## config.mk

```make
export PLATFORM = sky130hd
export DESIGN_NAME = led_pattern_ctrl
export DESIGN_NICKNAME = d
export VERILOG_FILES = /design/src/rtl/led_pkg.sv /design/src/rtl/led_prescaler.sv /design/src/rtl/led_pattern_ctrl.sv
export SDC_FILE = /design/constraint.sdc
export NUM_CORES = 1
export LEC_CHECK = 0
export CAP_MARGIN = 20
export CORE_ASPECT_RATIO = 0.8
export CORE_MARGIN = 4
export CORE_UTILIZATION = 35
export CTS_BUF_LIST = sky130_fd_sc_hd__clkbuf_4 sky130_fd_sc_hd__clkbuf_8
export CTS_CLUSTER_DIAMETER = 40
export DETAILED_ROUTE_END_ITERATION = 8
export GPL_ROUTABILITY_DRIVEN = 0
export PLACE_DENSITY = 0.57
export REMOVE_ABC_BUFFERS = 1
export SETUP_SLACK_MARGIN = 0.05
export SYNTH_ARGS = -nofsm -noshare
export SYNTH_HDL_FRONTEND = slang
export SYNTH_SLANG_ARGS = --single-unit
```

## constraint.sdc

```tcl
create_clock -name clk_ss -period 7.2 [get_ports clk_ss]
set_input_delay 0.72 -clock clk_ss [delete_from_list [all_inputs] [get_ports clk_ss]]
set_output_delay 0.72 -clock clk_ss [all_outputs]
set_load 0.03 [all_outputs]
```

## src/rtl/led_pkg.sv

```systemverilog
// Shared encodings for the LED pattern generator: mode codes and ping-pong direction.
package led_pkg;

   typedef logic [1:0] mode_t;

   localparam mode_t MODE_ROT_L = 2'd0;
   localparam mode_t MODE_ROT_R = 2'd1;
   localparam mode_t MODE_PING  = 2'd2;
   localparam mode_t MODE_BLINK = 2'd3;

   localparam logic DIR_UP = 1'b0;
   localparam logic DIR_DN = 1'b1;

endpackage

```

## src/rtl/led_prescaler.sv

```systemverilog
// Programmable prescaler: counts enabled clocks and emits a tick when the count
// reaches the period, then restarts from zero. A synchronous clear restarts the
// interval regardless of enable, so a newly applied period starts from a full count.
module led_prescaler #(
   parameter int CNT_W = 25
) (
   input  logic             clk_ss,
   input  logic             rst,
   input  logic             i_en,
   input  logic             i_clr,
   input  logic [CNT_W-1:0] i_period,
   output logic             o_tick
);

   logic [CNT_W-1:0] r_cnt;

   // Tick only while running, so a frozen counter can never produce a step.
   assign o_tick = i_en && (r_cnt == i_period);

   // Interval counter: clear has priority, otherwise count or wrap while enabled.
   always_ff @(posedge clk_ss or posedge rst) begin
      if (rst)
         r_cnt <= '0;
      else if (i_clr)
         r_cnt <= '0;
      else if (i_en)
         r_cnt <= o_tick ? '0 : r_cnt + CNT_W'(1);
   end

endmodule

```

## src/rtl/led_pattern_ctrl.sv

```systemverilog
// Parametrised LED pattern generator. Holds the shadow/pending configuration,
// the active mode and period, the LED pattern register, the ping-pong direction
// and the one-hot self-repair for the shifting modes.
module led_pattern_ctrl
   import led_pkg::*;
#(
   parameter int NUM_LEDS       = 4,
   parameter int CNT_W          = 25,
   parameter int DEFAULT_PERIOD = 999
) (
   input  logic                clk_ss,
   input  logic                rst,
   input  logic                en,
   input  logic                cfg_load,
   input  logic [1:0]          cfg_mode,
   input  logic [CNT_W-1:0]    cfg_period,
   output logic [NUM_LEDS-1:0] leds,
   output logic                step_pulse
);

   localparam logic [CNT_W-1:0]    DEF_PERIOD = CNT_W'(DEFAULT_PERIOD);
   localparam logic [NUM_LEDS-1:0] SEED_ONE   = NUM_LEDS'(1);
   localparam logic [NUM_LEDS-1:0] SEED_ALL   = '1;

   mode_t               r_mode;
   mode_t               r_sh_mode;
   logic [CNT_W-1:0]    r_period;
   logic [CNT_W-1:0]    r_sh_period;
   logic                r_pending;
   logic [NUM_LEDS-1:0] r_leds;
   logic                r_dir;
   logic                r_step;

   logic                w_tick;
   logic                w_apply;
   logic                w_repair;
   logic [NUM_LEDS-1:0] w_leds_nxt;
   logic                w_dir_nxt;
   logic [NUM_LEDS-1:0] w_shl;
   logic [NUM_LEDS-1:0] w_shr;

   // Pending config lands on the next tick, or immediately when paused.
   assign w_apply  = r_pending && (w_tick || !en);
   // Shifting modes must always show exactly one LED; blink is exempt.
   assign w_repair = (r_mode != MODE_BLINK) && !$onehot(r_leds);
   assign w_shl    = r_leds << 1;
   assign w_shr    = r_leds >> 1;

   led_prescaler #(.CNT_W(CNT_W)) u_presc (
      .clk_ss   (clk_ss),
      .rst      (rst),
      .i_en     (en),
      .i_clr    (w_apply),
      .i_period (r_period),
      .o_tick   (w_tick)
   );

   // Next pattern: apply seed beats repair, repair beats a normal step.
   always_comb begin
      w_leds_nxt = r_leds;
      w_dir_nxt  = r_dir;
      if (w_apply) begin
         w_leds_nxt = (r_sh_mode == MODE_BLINK) ? SEED_ALL : SEED_ONE;
         w_dir_nxt  = DIR_UP;
      end else if (w_repair) begin
         w_leds_nxt = SEED_ONE;
         w_dir_nxt  = DIR_UP;
      end else if (w_tick) begin
         case (r_mode)
            MODE_ROT_L: w_leds_nxt = w_shl | (r_leds >> (NUM_LEDS-1));
            MODE_ROT_R: w_leds_nxt = w_shr | (r_leds << (NUM_LEDS-1));
            MODE_PING: begin
               // A single LED has nowhere to bounce; it just stays lit.
               if (NUM_LEDS == 1) begin
                  w_leds_nxt = r_leds;
                  w_dir_nxt  = DIR_UP;
               end else if (r_dir == DIR_UP) begin
                  if (r_leds[NUM_LEDS-1]) begin
                     w_leds_nxt = w_shr;
                     w_dir_nxt  = DIR_DN;
                  end else begin
                     w_leds_nxt = w_shl;
                  end
               end else begin
                  if (r_leds[0]) begin
                     w_leds_nxt = w_shl;
                     w_dir_nxt  = DIR_UP;
                  end else begin
                     w_leds_nxt = w_shr;
                  end
               end
            end
            default: w_leds_nxt = ~r_leds;
         endcase
      end
   end

   // Pattern, direction and step strobe registers.
   always_ff @(posedge clk_ss or posedge rst) begin
      if (rst) begin
         r_leds <= SEED_ONE;
         r_dir  <= DIR_UP;
         r_step <= 1'b0;
      end else begin
         r_leds <= w_leds_nxt;
         r_dir  <= w_dir_nxt;
         r_step <= w_tick;
      end
   end

   // Config: apply the shadow, then a same-cycle load re-arms with new values.
   always_ff @(posedge clk_ss or posedge rst) begin
      if (rst) begin
         r_mode      <= MODE_ROT_L;
         r_period    <= DEF_PERIOD;
         r_sh_mode   <= MODE_ROT_L;
         r_sh_period <= DEF_PERIOD;
         r_pending   <= 1'b0;
      end else begin
         if (w_apply) begin
            r_mode    <= r_sh_mode;
            r_period  <= r_sh_period;
            r_pending <= 1'b0;
         end
         if (cfg_load) begin
            r_sh_mode   <= cfg_mode;
            r_sh_period <= cfg_period;
            r_pending   <= 1'b1;
         end
      end
   end

   assign leds       = r_leds;
   assign step_pulse = r_step;

endmodule

```

==> results.txt <==
----------------------------------------------------
[Placement]
  Worst slack, placed ... a little under 4 ns
  Input/output buffers ... 35
  Instance area after placement ... ~4700 um^2
  Half-perimeter wire length after placement ... 5.84 mm

[Floorplanning]
  Die Span Y ... 107 um
  Num ports ... 36
  Core area ... 11700 um^2
  Starting Density ... 0.364
  Horizontal extent of the die ... 132 um
  Number of standard-cell rows in the floorplan ... 35
  Area of the die ... 14100 um^2

[Drt]
  Detail Route Antenna Nets ... 0
  Wire length reported by the detailed router ... 8.49 mm
  Total vias in the final route ... 2937
  Post-DR wirelength/cell ... between 15 and 20 um
  Average via count per standard cell ... ~5.2
  Number of detailed-route iterations in the first pass ... 4
  Starting DRC count in detailed routing ... 187
  Number of DRC violations after detailed routing ... 0

[Final layout]
  Commonest non-fill, non-tap cell in the layout ... sky130_fd_sc_hd__dfrtp_1
  Count of antenna diodes in the layout ... 0
  Post-route standard cell area excluding fillers ... 4930 um^2
  Synth-to-Final Area Change ... 15.4%
  Layout Nets ... 445
  Commonest non-fill, non-tap cells in the layout ... sky130_fd_sc_hd__dfrtp_1, sky130_fd_sc_hd__mux2_2, sky130_fd_sc_hd__clkdlybuf4s50_1, sky130_fd_sc_hd__nand2_1, sky130_fd_sc_hd__xnor2_1
  Share of final-layout standard cells stronger than drive strength 1 ... 0.246

[Worst setup path]
  Largest stage delay on the critical path ... just over 0.6 ns
  FF-to-FF setup slack ... 3.93 ns
  Kind of critical path ... register to register
  Critical Path Source Type ... register
  Slowest library cell on the worst path ... sky130_fd_sc_hd__dfstp_2
  CP required ... ~7.5 ns
  Top Family by Delay on Critical Path ... compound AO/OA/AOI/OAI gates
  Data arrival time of the critical path ... 3.55 ns
  Type of destination of the critical path ... register
  Cell-by-cell trace of the critical path ... inv_1 > fa_1 > inv_1 > ha_1 > ha_1 > nand2b_1 > o21ai_0 > o21ai_0 > a31o_2 > o21a_1 > a21oi_1
  Buffers & Inverters on Critical Path ... 2
  Max Fanout on Critical Path ... 8

[Clocking]
  Clk Latency, worst-skew pair ... 0.36 ns
  Total CTS buffers ... 9
  TritonCTS clock tree ... done
  Sinks on the clock net ... 86
  Clock H-tree levels ... 3
  Count of instances resized after the clock tree is built ... 0
  Max clock buf depth ... 2
  Buffer type at the clock tree root ... sky130_fd_sc_hd__clkbuf_8
  Count of buffers added by post-CTS timing repair for setup ... 0
  Clock slew at reported path FFs ... 0.08 ns
  Number of buffers added to fix hold violations after cts ... 0

[GRT]
  Wire length of the first global-routing pass ... about 14 mm
  Via count of the first global-routing pass ... a little under 3000
  Aggregate global routing overflow ... 0
  Total routing resource utilization after global routing ... 0.126
  Number of antenna violations at the first check in global routing ... 0
  Largest net degree at the start of global routing ... between 70 and 80

[Pwr]
  Maximum vdd ir drop ... roughly 150 uV
  Pwr/cell area ... around 270 nW/um^2
  Leakage power total ... 2.06 nW

[Synthesis]
  Synthesized area per cell ... 11.4 um^2
  Count of state elements after synthesis ... 86
  Total number of yosys warnings ... 0
  Post-synthesis cell type count ... 47
  Cell count after synthesis ... 376
  Netlist area before placement ... ~4300 um^2
  Seq/Total Area, Yosys ... 0.508

[STA]
  Number of setup violations in the final report ... 0
  Final number of hold-violating endpoints ... 0
  Normalized max-slew margin ... 0.356
  Clk_skew ... 0.00896 ns
  Setup repair after global routing missed its margin ... false
  Transition time at the pin with the least slew margin ... 0.966 ns
  Count of final max-slew check failures ... 0
  Post-route setup TNS ... 0 ns
  Hold Worst Slack ... around 0.50 ns
  Setup ws final ... 3.93 ns
  Minimum clock period ... 3.27 ns
  Highest clock frequency the design can meet ... 306 MHz
  Final critical-path share of the clock period ... 0.453

[Worst hold path]
  Min-delay worst type ... register to register

[Status]
  Outcome ... finished, final reports clean

[Run]
  Number of maximum-capacitance violations ... 0

----------------------------------------------------
==> sequential cells by signal (all words and copies together) (netlist names) <==
name	cells
r_pending	1
r_period	25
r_mode	2
r_sh_mode	2
r_sh_period	25
step_pulse	1
u_presc.r_cnt	25
leds	4
r_dir	1
==> power by group <==
group	leakage, nW	internal, W	switching [W]
clock network	0.108	0.000185	0.000161
registers	1.04	0.000561	0.0000699
logic	0.909	0.000169	0.000171
total	2.06	0.000915	0.000402
==> through the flow <==
step	util	std cells	power (W)
2_1_floorplan	-	358	0.000868
5_1_grt	0.420	562	0.00140
6_report	0.420	562	0.00132
3_5_place_dp	0.403	546	0.000984
3_3_place_gp	0.403	546	0.000966
4_1_cts	0.420	562	0.00133
==> routing by layer <==
metal,up-vias,routed length (um),track usage,share of wire
met2,55,3860,0.194,0.45
met3,7,338,0.0399,0.040
met4,0,55,0.0367,0.0065
met1,1456,4240,0.172,0.50
li1,1419,-,-,-
met5,-,0,0,0
==> cell usage after synthesis, drive strengths merged <==
library cell | n | area [um^2]
dfrtp | 69 | 1730
mux2 | 55 | 619
nand2 | 26 | 97.6
xnor2 | 26 | 228
nor2 | 22 | 82.6
a21oi | 19 | 98.9
nand3 | 19 | 95.1
dfstp | 17 | 447
buf | 15 | 109
and3 | 11 | 68.8
a31oi | 10 | 62.6
nand4 | 10 | 62.6
o21ai | 9 | 45.0
inv | 8 | 30.0
a22o | 5 | 43.8
nor2b | 5 | 33.8
a21o | 4 | 30.0
a221o | 4 | 40.0
and2 | 4 | 25.0
ha | 4 | 50.1
nand2b | 4 | 25.0
a211o | 3 | 26.3
and4 | 3 | 26.3
clkbuf | 3 | 11.3
nor3 | 2 | 10.0
nor3b | 2 | 15.0
nor4 | 2 | 27.5
a21boi | 1 | 11.3
a311oi | 1 | 8.76
a31o | 1 | 8.76
a41oi | 1 | 8.76
fa | 1 | 20.0
o211ai | 1 | 7.51
o21a | 1 | 7.51
o221a | 1 | 11.3
o221ai | 1 | 8.76
o22a | 1 | 8.76
o22ai | 1 | 6.26
o311ai | 1 | 8.76
or2 | 1 | 6.26
or3 | 1 | 6.26
or3b | 1 | 8.76
==> path summary, 6_finish.rpt <==
| path | startpoint | end | cells after the start |
|---|---|---|---|
| worst max-delay path | leds[0]$_DFFE_PP1P_ | leds[1]$_DFFE_PP0P_ | 11 |
| worst min-delay path | r_sh_period[23]$_DFFE_PP0P_ | r_period[23]$_DFFE_PP0P_ | 1 |
| worst max register to register | leds[0]$_DFFE_PP1P_ | leds[1]$_DFFE_PP0P_ | 11 |
| worst min register to register | r_sh_period[23]$_DFFE_PP0P_ | r_period[23]$_DFFE_PP0P_ | 1 |
| max in group asynchronous | rst | r_period[3]$_DFFE_PP0P_ | 3 |
| min in group asynchronous | rst | r_sh_mode[0]$_DFFE_PP0P_ | 2 |
==> logic make-up (layout without fill, tap and decap cells) <==
family,count (synthesis),count (layout),synth area share
simple gates,113,113,0.138
flops,86,86,0.508
compound gates,65,65,0.104
mux,55,55,0.145
xor+xnor,26,26,0.0533
buf+inv,26,64,0.0351
fa+ha+maj,5,5,0.0164
==> layout make-up <==
| cell class | instances | area, um^2 |
|---|---|---|
| multi-input cells | 264 | 1950 |
| repair buffers | 40 | 388 |
| inverters | 8 | 31.3 |
| clock inverters | 2 | 35.0 |
| clock buffers | 14 | 168 |
| fillers | 1114 | 6810 |
| well taps | 148 | 185 |
| flip-flops and latches | 86 | 2170 |
Note: power is estimated with default switching activity, not from simulation.
